File: src/rtl/sel_mux_pipe.sv
// ---------------------------------------------------------------------------
// sel_mux_pipe
//   Selects one of NUM_IN valid/ready input channels, either by a fixed
//   index (mode = 0) or by a round-robin scan (mode = 1).
//   The selected beat is captured in a single-entry output register.
//
// Ports
//   clk        : clock, rising edge
//   rst        : synchronous reset, active high
//   in_data    : packed channel data, channel k at [k*WIDTH +: WIDTH]
//   in_valid   : per-channel valid
//   in_ready   : per-channel accept (combinational, one-hot or zero)
//   sel        : channel index used in fixed mode
//   mode       : 0 = fixed select, 1 = round-robin
//   out_data   : registered selected data
//   out_ch     : registered index of the channel that produced out_data
//   out_valid  : output register holds a beat
//   out_ready  : downstream accept
//   out_parity : even parity of out_data (only with SEL_MUX_PIPE_PARITY_EN)
//
// Build option
//   SEL_MUX_PIPE_PARITY_EN : adds the registered out_parity output.
// ---------------------------------------------------------------------------
module sel_mux_pipe #(
    parameter int WIDTH  = 2,
    parameter int NUM_IN = 8,
    parameter int SEL_W  = 3
) (
    input  logic                    clk,
    input  logic                    rst,
    input  logic [NUM_IN*WIDTH-1:0] in_data,
    input  logic [NUM_IN-1:0]       in_valid,
    output logic [NUM_IN-1:0]       in_ready,
    input  logic [SEL_W-1:0]        sel,
    input  logic                    mode,
`ifdef SEL_MUX_PIPE_PARITY_EN
    output logic                    out_parity,
`endif
    output logic [WIDTH-1:0]        out_data,
    output logic [SEL_W-1:0]        out_ch,
    output logic                    out_valid,
    input  logic                    out_ready
);

    logic [WIDTH-1:0]  r_out_data;
    logic [SEL_W-1:0]  r_out_ch;
    logic              r_out_valid;
    logic [SEL_W-1:0]  r_rr_ptr;

    logic              w_load_en;
    logic              w_rr_hit;
    logic [SEL_W-1:0]  w_rr_idx;
    logic [SEL_W-1:0]  w_scan_idx;
    logic              w_gnt_vld;
    logic [SEL_W-1:0]  w_gnt_idx;
    logic [WIDTH-1:0]  w_gnt_data;
    logic              w_xfer;

    // Output register can take a new beat when empty or being drained.
    assign w_load_en = !r_out_valid || out_ready;

    // Round-robin scan from r_rr_ptr upward. Offsets are visited from the
    // highest down so the lowest offset (closest to the pointer) wins.
    // NUM_IN is a power of two, so SEL_W-bit addition wraps modulo NUM_IN.
    always_comb begin
        w_rr_hit   = 1'b0;
        w_rr_idx   = r_rr_ptr;
        w_scan_idx = r_rr_ptr;
        for (int i = NUM_IN - 1; i >= 0; i--) begin
            w_scan_idx = r_rr_ptr + SEL_W'(i);
            if (in_valid[w_scan_idx]) begin
                w_rr_hit = 1'b1;
                w_rr_idx = w_scan_idx;
            end
        end
    end

    assign w_gnt_vld  = mode ? w_rr_hit : in_valid[sel];
    assign w_gnt_idx  = mode ? w_rr_idx : sel;
    assign w_gnt_data = in_data[w_gnt_idx*WIDTH +: WIDTH];
    assign w_xfer     = !rst && w_load_en && w_gnt_vld;

    always_comb begin
        in_ready = '0;
        for (int k = 0; k < NUM_IN; k++) begin
            in_ready[k] = w_xfer && (w_gnt_idx == SEL_W'(k));
        end
    end

    always_ff @(posedge clk) begin
        if (rst) begin
            r_out_valid <= 1'b0;
            r_out_data  <= '0;
            r_out_ch    <= '0;
            r_rr_ptr    <= '0;
        end else if (w_load_en) begin
            if (w_gnt_vld) begin
                r_out_valid <= 1'b1;
                r_out_data  <= w_gnt_data;
                r_out_ch    <= w_gnt_idx;
                // Pointer only moves on round-robin transfers, so fixed-mode
                // traffic never disturbs the fairness order.
                if (mode)
                    r_rr_ptr <= w_gnt_idx + SEL_W'(1);
            end else begin
                r_out_valid <= 1'b0;
            end
        end
    end

`ifdef SEL_MUX_PIPE_PARITY_EN
    logic r_out_parity;

    always_ff @(posedge clk) begin
        if (rst)
            r_out_parity <= 1'b0;
        else if (w_load_en && w_gnt_vld)
            r_out_parity <= ^w_gnt_data;
    end

    assign out_parity = r_out_parity;
`endif

    assign out_data  = r_out_data;
    assign out_ch    = r_out_ch;
    assign out_valid = r_out_valid;

endmodule

File: config.mk
export PLATFORM = sky130hd
export DESIGN_NAME = sel_mux_pipe
export DESIGN_NICKNAME = d
export VERILOG_FILES = /design/src/rtl/sel_mux_pipe.sv
export SDC_FILE = /design/constraint.sdc
export NUM_CORES = 1
export LEC_CHECK = 0
export ABC_AREA = 1
export CORE_MARGIN = 1
export CORE_UTILIZATION = 51
export CTS_BUF_LIST = sky130_fd_sc_hd__clkbuf_8
export DETAILED_ROUTE_END_ITERATION = 8
export PLACE_DENSITY = 0.88
export SYNTH_ARGS = -nofsm -noshare
export SYNTH_HDL_FRONTEND = slang
export SYNTH_SLANG_ARGS = --single-unit
File: constraint.sdc
create_clock -name clk -period 4.9 [get_ports clk]
set_input_delay 0.98 -clock clk [delete_from_list [all_inputs] [get_ports clk]]
set_output_delay 0.98 -clock clk [all_outputs]
set_load 0.03 [all_outputs]
## Word level (Yosys, flattened, before mapping)

Cells that the tools add are included.

- Add/subtract/negate cells: 8
- Order comparisons: 9
- Equality and inequality tests: 7
- Shift operators: 1
- Muxes and demuxes: 37
- Reductions and logical operators: 16

Operators by type and width:

| kind | number |
|---|---|
| < comparator 3 x 4 -> 1 bit, second input constant | 9 |
| binary-select mux 1 bit (select 3 bit) | 9 |
| 2-to-1 mux 3 bit | 9 |
| 2-to-1 mux 1 bit | 19 |
| indexed part select 16 x 5 -> 2 bit | 1 |
| adder 3 bit, second input constant | 4 |
| == test 3 bit, second input constant | 4 |
| logical AND 1 bit | 10 |
| adder 3 x 1 -> 3 bit, second input constant | 2 |
| adder 3 x 2 -> 3 bit, second input constant | 2 |
| == test 3 x 2 -> 1 bit, second input constant | 2 |
| == test 3 x 1 -> 1 bit, second input constant | 1 |
| logical NOT 3 bit | 1 |
| AND reduction 3 bit | 1 |
| logical NOT 1 bit | 2 |
| AND reduction 2 bit | 1 |
| logical OR 1 bit | 1 |

- Flip-flop bits (word level): 9
- Input bits: 31
- Output and inout bits: 14
- Word-level logic and storage cells: 82

## Depth between registers and ports, before layout

Gate-level depths: netlist of run 1.

- Word-level depth: 14
- Depth in mapped cells: 26
- Mapped depth without buffers: 25

## Worst setup path after synthesis of run 1

Ideal clock, no wire load.

- Path type: reg-to-output
- Start point: register r_rr_ptr[0]
- End point: output port in_ready[3]
- Arrival: 2.903 ns
- Data required time: 3.920 ns
- Path slack: 1.017 ns
- Cell stages (with the launch flop): 22
- Buffers on the path: 2
- Cell sequence: dfxtp_1 buf_6 inv_2 buf_6 ha_1 inv_2 nand3_1 nand3_1 nand2_1 o21ai_0 nand2_1 nand3_1 nand3_1 nand3_1 nand3_1 nand3_1 nand2_1 nand2_1 nand2_1 nor2_1 inv_1 nor3_1

- Word-level cells in the longest chain between the ends: 14
- Elaborated cells on any way between the ends: 44
- Classes of those cells: add/sub (7); eq/ne (1); mux (34); reduce/logical (2)

Ends and longest elaborated chain:

| element | line | RTL |
|---|---|---|
| from (decl) | 48 | `logic [SEL_W-1:0] r_rr_ptr;` |
| from (signal assigned) | 104 | `r_rr_ptr <= w_gnt_idx + SEL_W'(1);` |
| adder 3 bit | 70 | `w_scan_idx = r_rr_ptr + SEL_W'(i);` |
| binary-select mux 1 bit (select 3 bit) | 71 | `if (in_valid[w_scan_idx]) begin` |
| 2-to-1 mux 1 bit (implied by the code) | 71 |  |
| 2-to-1 mux 3 bit / 2-to-1 mux 1 bit (equally long branches) (8 in a row) | 71 |  |
| 2-to-1 mux 3 bit / 2-to-1 mux 1 bit (equally long branches) | 79, 78 |  |
| == test 3 x 2 -> 1 bit / logical AND 1 bit (equally long branches) | 86, 81 |  |
| logical AND 1 bit (*) | 86 | `in_ready[k] = w_xfer && (w_gnt_idx == SEL_W'(k));` |
| to (decl) | 33 | `output logic [NUM_IN-1:0] in_ready,` |

Mark *: on every way between the ends. The rest lies on a longest branch, timed or not. The select of a mux whose other input is x is not followed.

## Worst setup path in the final report of run 1

- Start point: input port in_valid[3]
- End point: output port in_ready[7]

- Word-level cells in the longest chain between the ends: 13
- Elaborated cells on any way between the ends: 39
- Classes of those cells: eq/ne (1); mux (36); reduce/logical (2)

Ends and longest elaborated chain:

| element | line | RTL |
|---|---|---|
| from (decl) | 32 | `input logic [NUM_IN-1:0] in_valid,` |
| binary-select mux 1 bit (select 3 bit) | 71 |  |
| 2-to-1 mux 1 bit (implied by the code) | 71 |  |
| 2-to-1 mux 3 bit / 2-to-1 mux 1 bit (equally long branches) (8 in a row) | 71 |  |
| 2-to-1 mux 3 bit / 2-to-1 mux 1 bit (equally long branches) | 79, 78 |  |
| == test 3 bit / logical AND 1 bit (equally long branches) | 86, 81 |  |
| logical AND 1 bit (*) | 86 |  |

Marks and branches as above.

==> results of run 1 <==
-- cell families (layout without fill, tap and decap cells) --
logic type | Yosys count | after routing | synth area share
adders and majority gates | 3 | 3 | 0.0277
xor gates and xnor gates | 3 | 3 | 0.0194
AOI/OAI and AO/OA | 31 | 31 | 0.137
and+or+nand+nor | 164 | 164 | 0.560
buffers and inverters | 37 | 83 | 0.124
DFF | 9 | 9 | 0.133
-- worst max path at each step --
stage / start / endpoint / slack [ps] / cells past startpoint
final: in_valid[3] / in_ready[7] / 460 / 21
after global routing: in_valid[2] / in_ready[3] / 220 / 19
after global placement: in_valid[3] / in_ready[7] / 120 / 21
after CTS: in_valid[3] / in_ready[7] / 60 / 21
after floorplan: r_rr_ptr[0]$_SDFFE_PP0P_ / in_ready[3] / 1020 / 21
after detailed placement: in_valid[3] / in_ready[7] / 70 / 21
-- sequential cells by signal, summed over array words and instances (netlist names) --
signal,flops
out_ch,3
out_data,2
out_valid,1
r_rr_ptr,3
-- per-stage QoR --
| step | power, W | worst slack, ps | cell area [sq um] |
|---|---|---|---|
| 2_1_floorplan | 0.000357 | 1020 | 1360 |
| 3_3_place_gp | 0.000441 | 116 | 1810 |
| 3_5_place_dp | 0.000445 | 67.5 | 1810 |
| 4_1_cts | 0.000529 | 61.3 | 1850 |
| 5_1_grt | 0.000580 | 220 | 1870 |
| 6_report | 0.000533 | 461 | 1870 |
-- routing by layer --
layer  part of all wire  vias to the layer above  track usage
li1                   -                      896            -
met3              0.056                        2       0.0480
met1               0.46                      720        0.369
met2               0.48                       59        0.515
met4             0.0032                        0       0.0307
met5                  0                        -            0
-- worst min-delay path, stage by stage, from the launching register on --
cell and delay, ps:
dfxtp_1 330, o211ai_1 100, inv_1 50
-- cell type report --
class / instances / area [sq um]
sequential: 9 / 180
timing repair buffer: 47 / 483
inverter: 32 / 120
tap: 30 / 37.5
clock inverter: 1 / 3.75
fill: 215 / 626
multi-input combinational: 201 / 1010
clock buffer: 3 / 41.3
-- cell usage after synthesis, types with 2 or more instances --
library cell / instances
a21oi_1: 11
buf_2: 2
buf_6: 2
dfxtp_1: 9
ha_1: 3
inv_1: 24
inv_2: 7
nand2_1: 79
nand2_2: 10
nand3_1: 46
nand3_2: 4
nor2_1: 20
o21ai_0: 8
o21ai_1: 6
o22ai_1: 2
xor2_1: 2
-- power by group through the flow --
stage,registers [W],clock network [W],logic [W]
5_1_grt,0.0000939,0.0000890,0.000397
3_5_place_dp,0.0000935,0,0.000352
3_3_place_gp,0.0000932,0,0.000348
4_1_cts,0.0000926,0.0000833,0.000353
6_report,0.0000927,0.0000833,0.000357
2_1_floorplan,0.000104,0,0.000253
==> results.toml, run 1 <==
[power]
irDropWorstVdd_mv = 0.244
power_frac_seq = 0.174
switching_share = 0.492
comb_power_share = 0.670
switchingPower_w = 0.000262
clock_power_share = 0.156
total_leakage_power_nw = 1.08
power.density_nw_per_um2 = 284
p_int_w = 0.000271

[finish]
syn2layout_area_growth_pct = 38.2
final_nets = 328
drive_gt1_frac = 0.113
instances_no_fill = 323
final_common_cell = "nand2_1"
antennaDiodeCount = 0
final_core_util = 0.750
final_cell_mix = "79 x nand2_1, 46 x nand3_1, 36 x clkdlybuf4s50_1"

[place]
place.detailed.hpwl_um = 3030
portBuffers = 44
place_inst = 319
routabilityCongestion = 0.895

[global_route]
grt_pass1_vias = 1459
grt_overflow = 0
grt_max_degree = 16
grt_pass1_wl_um = 6090
grt_usage = 0.288
antenna_found_initial = 0

[critical_path]
endpoint_kind = "output port"
rrSetupSlack_ps = 1770
startpoint_type = "input port"
cp_data_arrival_time_ps = 3460
worst-endpoint-required_ps = 3920
path_buf_inv = 4
reg2reg_to = "r_rr_ptr[2]$_SDFFE_PP0P_"
reg2regPathDepth = 20
cpPeakStageDelay_ps = 540
crit_family = "simple AND/OR/NAND/NOR gates"
cp_max_fo = 15
critPathKind = "in2out"
r2r-start = "r_rr_ptr[1]$_SDFFE_PP0P_"
path_common_cell = "nand2_1"
cp_cell_sequence = "clkdlybuf4s50_1 -> nand2_1 -> nand3_1 -> nand3_1 -> nand2_2 -> inv_2 -> nand2_2 -> nand2_1 -> nand2_1 -> nand2_1 -> nand2_1 -> nand2_2 -> nand2_1 -> nand2_2 -> nand3_4 -> nand2_4 -> nor2_4 -> ha_1 -> inv_1 -> nor2_1 -> dlymetal6s2s_1"
critPathSlowestCell = "clkdlybuf4s50_1"

[synthesis]
syn-cell-area_sq_um = 1360
synth_top_area_frac = 0.219
syn_nets = 281
yosys.area.top_type = "nand2_1"
ys_ff_latch = 9
synth_edf_count = 0
synth_area_leaders = "nand2_1 22%, nand3_1 17%, dfxtp_1 13%"
avgSynthCellArea_sq_um = 5.49
syn_inst = 247
ys_seq_area_frac = 0.133
synth_cell_types = 28
yosysWarningCount = 0
async_reset_ff_frac = 0
synth_flop_cell = "dfxtp_1"

[outcome]
status = "complete, no violations"

[hold_path]
min_path_cells = 2
hold_path_class = "reg2reg"
hold_path_end = "out_ch[1]$_SDFFE_PP0P_"
hold_start = "out_ch[1]$_SDFFE_PP0P_"

[timing]
setup_viol = 0
tightest_slew_ps = 379
fin_hold_ws_ps = 505
slew_viol_final = 0
rsz0062_at_grt = "no"
fin_skew_ps = 4.81
hold_viol_final = 0
tns_ps = 0
clock.fmax_ghz = 0.225
maxSlewHeadroom = 0.745
post-route-period-util = 0.906
min_period_ps = 4440

[die]
start_util = 0.543
core_region_area_sq_um = 2500
io_pins = 45
die_w_um = 53.6
die_h_um = 53.6
row_count = 18
die-area_sq_um = 2870

[clock_network]
ctsLongestPathBuffers = 2
cts-root-buf = "clkbuf_8"
htreeDepth = 1
clock-sinks = 9
cts_buffers = 3
cts_setup_buffers = 0
cts.repair.resized = 0
clkLatencyLatePin_ps = 230
cts.clk_slew.worst_paths_ps = 40
cts_hold_buf = 0
cts_tree = "built"

[routing]
first_pass_iters = 4
ant_nets = 0
via_count = 1677
wl_um = 3790
drc = 0
via_per_inst = 5.19
detail_route.wl_per_cell_um = 11.7
drtIter0Drc = 41

[job]
max-cap-violations = 0
Note: power is estimated with default switching activity, not from simulation.
==> run 2, diff against run 1 <==
clock period = 5.2 ns   (was 4.9 ns; I/O delays follow)
==> results.toml, run 2 (synthesis results as in run 1) <==
[outcome]
status = "complete, no violations"

[critical_path]
worst-endpoint-required_ps = 4160
critPathLaunch = "in_valid[2]"
rrSetupSlack_ps = 2020
crit_family = "simple AND/OR/NAND/NOR gates"
endpoint_kind = "output port"
cpPeakStageDelay_ps = 690
path_common_cell = "nand2_1"
path_buf_inv = 4
startpoint_type = "input port"
r2r-start = "r_rr_ptr[1]$_SDFFE_PP0P_"
cp_data_arrival_time_ps = 3890
reg2reg_to = "r_rr_ptr[2]$_SDFFE_PP0P_"
critPathKind = "in2out"
cp_max_fo = 15
critPathSlowestCell = "clkdlybuf4s50_1"
reg2regPathDepth = 18
cp_cell_sequence = "clkdlybuf4s50_1 -> nand2_1 -> nand3_1 -> nand3_1 -> nand2_1 -> inv_1 -> nand2_1 -> nand2_1 -> nand2_1 -> nand2_1 -> nand2_2 -> nand3_2 -> nand3_4 -> nand2_4 -> nor2_4 -> ha_1 -> inv_1 -> nor2_1 -> clkdlybuf4s50_1"

[die]
row_count = 18
start_util = 0.543
io_pins = 45
die-area_sq_um = 2870
core_region_area_sq_um = 2500
die_h_um = 53.6
die_w_um = 53.6

[clock_network]
clkLatencyLatePin_ps = 230
cts_hold_buf = 0
cts_tree = "built"
htreeDepth = 1
cts_buffers = 3
clock-sinks = 9
cts-root-buf = "clkbuf_8"
ctsLongestPathBuffers = 2
cts_setup_buffers = 0
cts.repair.resized = 0
cts.clk_slew.worst_paths_ps = 40

[timing]
slew_viol_final = 0
post-route-period-util = 0.947
rsz0062_at_grt = "no"
setup_viol = 0
fin_skew_ps = 0.168
hold_viol_final = 0
min_period_ps = 4930
maxSlewHeadroom = 0.712
clock.fmax_ghz = 0.203
tightest_slew_ps = 429
tns_ps = 0

[hold_path]
min_path_cells = 2
hold_path_class = "reg2reg"
hold_path_end = "out_ch[2]$_SDFFE_PP0P_"
hold_start = "out_ch[2]$_SDFFE_PP0P_"

[power]
comb_power_share = 0.671
switchingPower_w = 0.000246
switching_share = 0.491
irDropWorstVdd_mv = 0.255
power_frac_seq = 0.175
p_int_w = 0.000255
power.density_nw_per_um2 = 271
clock_power_share = 0.154
total_leakage_power_nw = 0.927
power_w = 0.000500

[place]
place.detailed.hpwl_um = 3070
place_area_sq_um = 1800
routabilityCongestion = 0.907
portBuffers = 44

[global_route]
grt_overflow = 0
grt_pass1_wl_um = 6220
grt_max_degree = 16
antenna_found_initial = 0
grt_usage = 0.295
grt_pass1_vias = 1513

[routing]
via_per_inst = 5.26
drtIter0Drc = 57
first_pass_iters = 4
drc = 0
ant_nets = 0
wl_um = 3740
detail_route.wl_per_cell_um = 11.6
via_count = 1693

[finish]
antennaDiodeCount = 0
syn2layout_area_growth_pct = 36.2
final_cell_mix = "79 x nand2_1, 46 x nand3_1, 44 x clkdlybuf4s50_1"
multi_input_area_sq_um = 1010
drive_gt1_frac = 0.110
fillCellCount = 252
regArea_sq_um = 180
final_nets = 327
finalInstanceArea_sq_um = 1850
final_common_cell = "nand2_1"

[job]
max-cap-violations = 0
[run 2: metrics by stage]
step	instances	hold slack, ps	utilization	worst slack (ps)
floorplan	247	597	-	1250
finish	322	470	0.739	274
CTS	322	476	0.739	282
global placement	318	467	0.721	300
detailed placement	318	466	0.721	299
global route	322	494	0.739	2.49
[run 2: worst reg2reg max path: stages (launching register included)]
cell and delay, ps:
dfxtp_1 530, inv_2 190, ha_1 480, inv_2 120, nand3_1 120, nand3_1 100
nand2_1 140, nand2_2 80, o21ai_1 120, nand2_1 60, nand3_1 80, nand2_1 50
nand2_1 60, nand2_2 80, a21oi_4 290, nor2_4 60, ha_1 290, o21ai_0 170
a21oi_1 60
[run 2: metal layers]
metal / track usage / share of wire
met5: 0 / 0
met4: 0.0570 / 0
met2: 0.502 / 0.47
met1: 0.378 / 0.46
met3: 0.0706 / 0.066
[run 2: power groups by stage]
stage | Clock, W | Combinational, W | Sequential, W
finish | 0.0000772 | 0.000336 | 0.0000875
global route | 0.0000847 | 0.000375 | 0.0000883
CTS | 0.0000789 | 0.000334 | 0.0000872
detailed placement | 0 | 0.000332 | 0.0000883
global placement | 0 | 0.000327 | 0.0000878
floorplan | 0 | 0.000239 | 0.0000976
[run 2: worst max-delay path by stage]
stage / cells past startpoint / to / slack, ps
floorplan: 17 / in_ready[3] / 1250
detailed placement: 21 / in_ready[7] / 300
global route: 21 / in_ready[7] / 2
global placement: 21 / in_ready[7] / 300
CTS: 21 / in_ready[7] / 280
finish: 19 / in_ready[7] / 270
[run 2: area by class of cell]
type,instances,share of cell area
clock buffers,3,0.0224
clock inverters,1,0.00203
inverters,32,0.0650
multi-input cells,201,0.546
flip-flops and latches,9,0.0976
well taps,30,0.0203
repair buffers,46,0.247
